`config.mk`:
```
export PLATFORM = sky130hd
export DESIGN_NAME = logic_exec_stage
export DESIGN_NICKNAME = d
export VERILOG_FILES = /design/src/rtl/logic_exec_stage.sv
export SDC_FILE = /design/constraint.sdc
export NUM_CORES = 1
export LEC_CHECK = 0
export ABC_CLOCK_PERIOD_IN_PS = 3700
export CAP_MARGIN = 10
export CORE_AREA = 2 2 83 85
export CTS_CLUSTER_DIAMETER = 200
export DETAILED_ROUTE_END_ITERATION = 8
export DIE_AREA = 0 0 85 87
export PLACE_DENSITY = 0.84
export SLEW_MARGIN = 5
export SYNTH_ARGS = -nofsm -noshare
export SYNTH_HDL_FRONTEND = slang
export SYNTH_SLANG_ARGS = --single-unit
```
`constraint.sdc`:
```
create_clock -name clk -period 3.7 [get_ports clk]
set_clock_uncertainty 0.05 [all_clocks]
set_input_delay 0.37 -clock clk [delete_from_list [all_inputs] [get_ports clk]]
set_output_delay 0.37 -clock clk [all_outputs]
set_load 0.02 [all_outputs]
```
`src/rtl/logic_exec_stage.sv`:
```
`default_nettype none
// ------------------------------------------------------------------------
// logic_exec_stage : registered 16-bit AND/OR/XOR/NOT stage with result FIFO
// Revision: 1.0
// ------------------------------------------------------------------------
module logic_exec_stage #(
  parameter int WIDTH = 16,
  parameter int DEPTH = 2
) (
  input  logic             clk,
  input  logic             rst_n,
  input  logic             in_valid,
  output logic             in_ready,
  input  logic [WIDTH-1:0] in_x,
  input  logic [WIDTH-1:0] in_y,
  input  logic [1:0]       in_op,
  output logic             out_valid,
  input  logic             out_ready,
  output logic [WIDTH-1:0] out_data,
  output logic             out_zero,
  output logic             out_neg,
  input  logic             clear_count,
  output logic [15:0]      op_count
);

  localparam int AW = (DEPTH > 1) ? $clog2(DEPTH) : 1;
  localparam int CW = $clog2(DEPTH + 1);
  localparam logic [CW-1:0] FULL_LEVEL = CW'(DEPTH);

  // Entry layout: {zero, neg, data}
  logic [WIDTH+1:0] fifo_mem [DEPTH];
  logic [AW-1:0]    rd_ptr;
  logic [AW-1:0]    wr_ptr;
  logic [CW-1:0]    occupancy;
  logic [WIDTH-1:0] result;
  logic [WIDTH+1:0] head;
  logic             push;
  logic             pop;

  always_comb begin
    result = '0;
    case (in_op)
      2'b00: result = in_x & in_y;
      2'b01: result = in_x | in_y;
      2'b10: result = in_x ^ in_y;
      2'b11: result = ~in_x;
    endcase
  end

  // Ready looks only at registered occupancy, so a pop never frees a slot
  // in the same cycle.
  assign in_ready  = (occupancy < FULL_LEVEL);
  assign out_valid = (occupancy != '0);
  assign push      = in_valid & in_ready;
  assign pop       = out_valid & out_ready;
  assign head      = fifo_mem[rd_ptr];

  assign out_data = out_valid ? head[WIDTH-1:0] : '0;
  assign out_neg  = out_valid ? head[WIDTH]     : 1'b0;
  assign out_zero = out_valid ? head[WIDTH+1]   : 1'b0;

  always_ff @(posedge clk) begin
    if (!rst_n) begin
      rd_ptr    <= '0;
      wr_ptr    <= '0;
      occupancy <= '0;
      op_count  <= '0;
      for (int i = 0; i < DEPTH; i++) begin
        fifo_mem[i] <= '0;
      end
    end else begin
      if (push) begin
        fifo_mem[wr_ptr] <= {(result == '0), result[WIDTH-1], result};
        wr_ptr           <= wr_ptr + AW'(1);
      end
      if (pop) begin
        rd_ptr <= rd_ptr + AW'(1);
      end
      case ({push, pop})
        2'b10:   occupancy <= occupancy + CW'(1);
        2'b01:   occupancy <= occupancy - CW'(1);
        default: occupancy <= occupancy;
      endcase
      // A clear coinciding with an accept still counts that accept.
      if (clear_count) begin
        op_count <= {15'd0, push};
      end else if (push) begin
        op_count <= op_count + 16'd1;
      end
    end
  end

endmodule
`default_nettype wire

```
==> flow_metrics.py <==
metrics = {
    "worst_setup_path": {
        "critPathMaxStageDelay_ns": 0.78,
        "path_class": "in2reg",
        "crit_fanout": 18,
        "worstSetupStartpointType": "input port",
        "worstPathRequired_ns": 3.59,
        "end_kind": "flip-flop",
        "critPathSlowestCell": "nand2_1",
        "cp.arrival_ns": 2.62,
        "cp_cell_sequence": "clkdlybuf4s50_1, nor2b_1, nand3_1, nand2_1",
    },
    "sta": {
        "finalCriticalPeriod_ns": 2.74,
        "tns_ns": 0,
        "worst_pin_slew_ns": 0.953,
        "final_max_slew_viol_count": 0,
        "max_freq_mhz": 366,
        "fin_ws_ns": 0.965,
        "final_hold_viol_count": 0,
        "finalCritPeriodShare": 0.739,
        "relSlewSlack": 0.364,
        "setup_viol": 0,
        "rsz0062_at_grt": "false",
    },
    "clock_network": {
        "cts.sinks": 55,
        "cts_buffer_depth": 2,
        "worstSkewPairLatency_ns": 0.30,
        "cts_setup_buffers": 0,
        "cts_tree": "built",
        "cts_resized": 0,
        "path_clk_slew_ns": 0.09,
        "h-tree-depth": 2,
        "ctsHoldBuffers": 0,
        "cts_buffers": 5,
        "root_buffer": "clkbuf_8",
    },
    "cells_and_area": {
        "fillers": 502,
        "antennaDiodeCount": 0,
        "syn_to_final_growth_pct": 24.7,
        "fin_area_um2": 4340,
        "drive_gt1_frac": 0.0395,
        "final_nets": 477,
    },
    "die": {
        "rows": 30,
        "die_w_um": 85,
        "die_area_um2": 7400,
        "die_y_um": 87,
        "boundaryPins": 75,
        "initial_core_util": 0.530,
        "core_um2": 6570,
    },
    "place": {
        "dp_slack_ns": 0.646,
        "gp_congestion": 0.775,
        "placed_cell_area_um2": 4240,
        "port_buffers": 74,
        "hpwl_um": 5000,
    },
    "logic_synthesis": {
        "synth.cell_area_um2": 3480,
        "synth_top_family_by_area": "multiplexers",
        "synth_xor_area_frac": 0.0453,
        "postSynthAreaPerCell_um2": 10.4,
        "synth_compound_area_frac": 0.00935,
        "synth_seq_cells": 55,
        "synth_top_area_frac": 0.293,
        "ys_types": 34,
        "synth_fa_ha_area_frac": 0.122,
        "synthTopCellsByArea": "edfxtp_1 (29%), ha_1 (12%), dfxtp_1 (12%)",
        "syn_nets": 408,
        "synth_seq_area_share": 0.414,
        "synth_warnings": 0,
        "post-synth-top-area-cell": "edfxtp_1",
        "synth_mux_area_frac": 0.166,
        "yosys.area_share.simple": 0.144,
        "synth_cells": 335,
    },
    "grt": {
        "grt.overflow.total": 0,
        "grt_pass1_wl_um": 10500,
        "grt_max_degree": 20,
        "track_usage": 0.177,
        "antenna_found_initial": 0,
        "first_global_vias": 2412,
    },
    "routing": {
        "drt-initial-drc-count": 88,
        "drt_wl_total_um": 6320,
        "drc": 0,
        "vias_per_cell": 5.03,
        "postRouteAntennaNets": 0,
        "drt_first_pass_iters": 4,
        "avgRoutedWirePerCell_um": 13.0,
        "vias": 2441,
    },
    "run_status": {
        "status": "finished clean",
    },
    "pwr": {
        "power_leakage_nw": 1.86,
        "max-vdd-ir-drop_mv": 0.221,
        "total_power_mw": 1.85,
        "cellPowerDensity_nw_per_um2": 426,
    },
    "min_path": {
        "hold_path_class": "reg2reg",
    },
    "flow_run": {
        "cap_violations": 0,
    },
}
[Yosys cell counts]
master	number
and2_1	8
o21ai_0	3
buf_12	1
a21oi_1	2
mux2i_1	17
nor3_2	1
ha_1	34
buf_6	1
nand2_1	9
mux4_1	13
nor2_2	1
nor2b_1	3
dfxtp_1	21
nand3b_1	1
inv_2	1
and3_1	1
and4_1	2
nand4_1	9
nor3_1	1
inv_1	66
xnor2_1	6
edfxtp_1	34
clkbuf_1	6
a21boi_0	1
mux4_2	3
or3_1	2
xor2_1	12
buf_2	2
buf_4	3
or4_4	1
nor2_1	64
nand2b_1	1
nand3_1	4
buf_1	1
[kinds of logic (layout without fill, tap and decap cells)]
group                    Yosys count  count (layout)
multiplexers                      33              33
XOR/XNOR                          18              18
buffers and inverters             81             151
AND/OR/NAND/NOR                  108             108
adder cells (fa/ha/maj)           34              34
AO/OA/AOI/OAI                      6               6
flip-flops                        55              55
[cells in the final DEF, fill, tap and decap left out, types with 2 or more instances in the layout]
| cell | synthesis | layout |
|---|---|---|
| nand4_1 | 9 | 9 |
| nor2b_1 | 3 | 3 |
| xor2_1 | 12 | 12 |
| xnor2_1 | 6 | 6 |
| a21oi_1 | 2 | 2 |
| mux4_2 | 3 | 3 |
| and4_1 | 2 | 2 |
| nand3_1 | 4 | 4 |
| clkdlybuf4s50_1 | 0 | 74 |
| and2_1 | 8 | 8 |
| ha_1 | 34 | 34 |
| nor2_1 | 64 | 64 |
| inv_1 | 66 | 66 |
| nand2_1 | 9 | 9 |
| mux2i_1 | 17 | 17 |
| mux4_1 | 13 | 13 |
| edfxtp_1 | 34 | 34 |
| o21ai_0 | 3 | 2 |
| dfxtp_1 | 21 | 21 |
| clkbuf_8 | 0 | 5 |
| or3_1 | 2 | 2 |
[cell type report]
| type | instances | area, um^2 | share of cell area |
|---|---|---|---|
| inverter | 67 | 251 | 0.0580 |
| tap | 80 | 100 | 0.0231 |
| multi-input combinational | 199 | 1700 | 0.391 |
| sequential | 55 | 1440 | 0.332 |
| timing repair buffer | 76 | 759 | 0.175 |
| clock buffer | 6 | 72.6 | 0.0167 |
| clock inverter | 2 | 16.3 | 0.00375 |
[final timing paths]
check               start        endpoint  slack (ns)  depth (start not counted)
max              in_valid  fifo_mem[1][5]        0.96                          4
max reg2reg  occupancy[1]  fifo_mem[1][5]        1.13                          3
min           op_count[1]     op_count[1]        0.47                          2
min reg2reg   op_count[1]     op_count[1]        0.47                          2
[power breakdown]
| group | switching, mW | total, mW | internal, mW |
|---|---|---|---|
| Sequential | 0.0691 | 0.820 | 0.751 |
| Combinational | 0.360 | 0.700 | 0.340 |
| Clock | 0.191 | 0.327 | 0.136 |
| Total | 0.619 | 1.85 | 1.23 |
[per-stage QoR]
stage / std cells / hold slack, ns / util
2_1_floorplan: 335 / 0.441 / -
3_3_place_gp: 476 / 0.438 / 0.645
3_5_place_dp: 476 / 0.459 / 0.645
4_1_cts: 484 / 0.473 / 0.659
5_1_grt: 485 / 0.500 / 0.660
6_report: 485 / 0.471 / 0.660
[metal layers]
metal / vias to the layer above / track usage / wire length (um)
met5: - / 0 / 0
met4: 0 / 0.0577 / 93
met3: 8 / 0.0417 / 347
met2: 69 / 0.318 / 3270
met1: 1126 / 0.209 / 2610
li1: 1238 / - / -
[critical path: cells and delay by family]
family	cells	cell delay, ns
AND/OR/NAND/NOR	3	1.80
buffers and inverters	1	0.45
[registers in the layout, indices dropped and copies added, names as in the netlist, named ones only]
register / cells
fifo_mem: 34
occupancy: 2
op_count: 16
rd_ptr: 1
wr_ptr: 1
(Power assumes the default switching activity.)
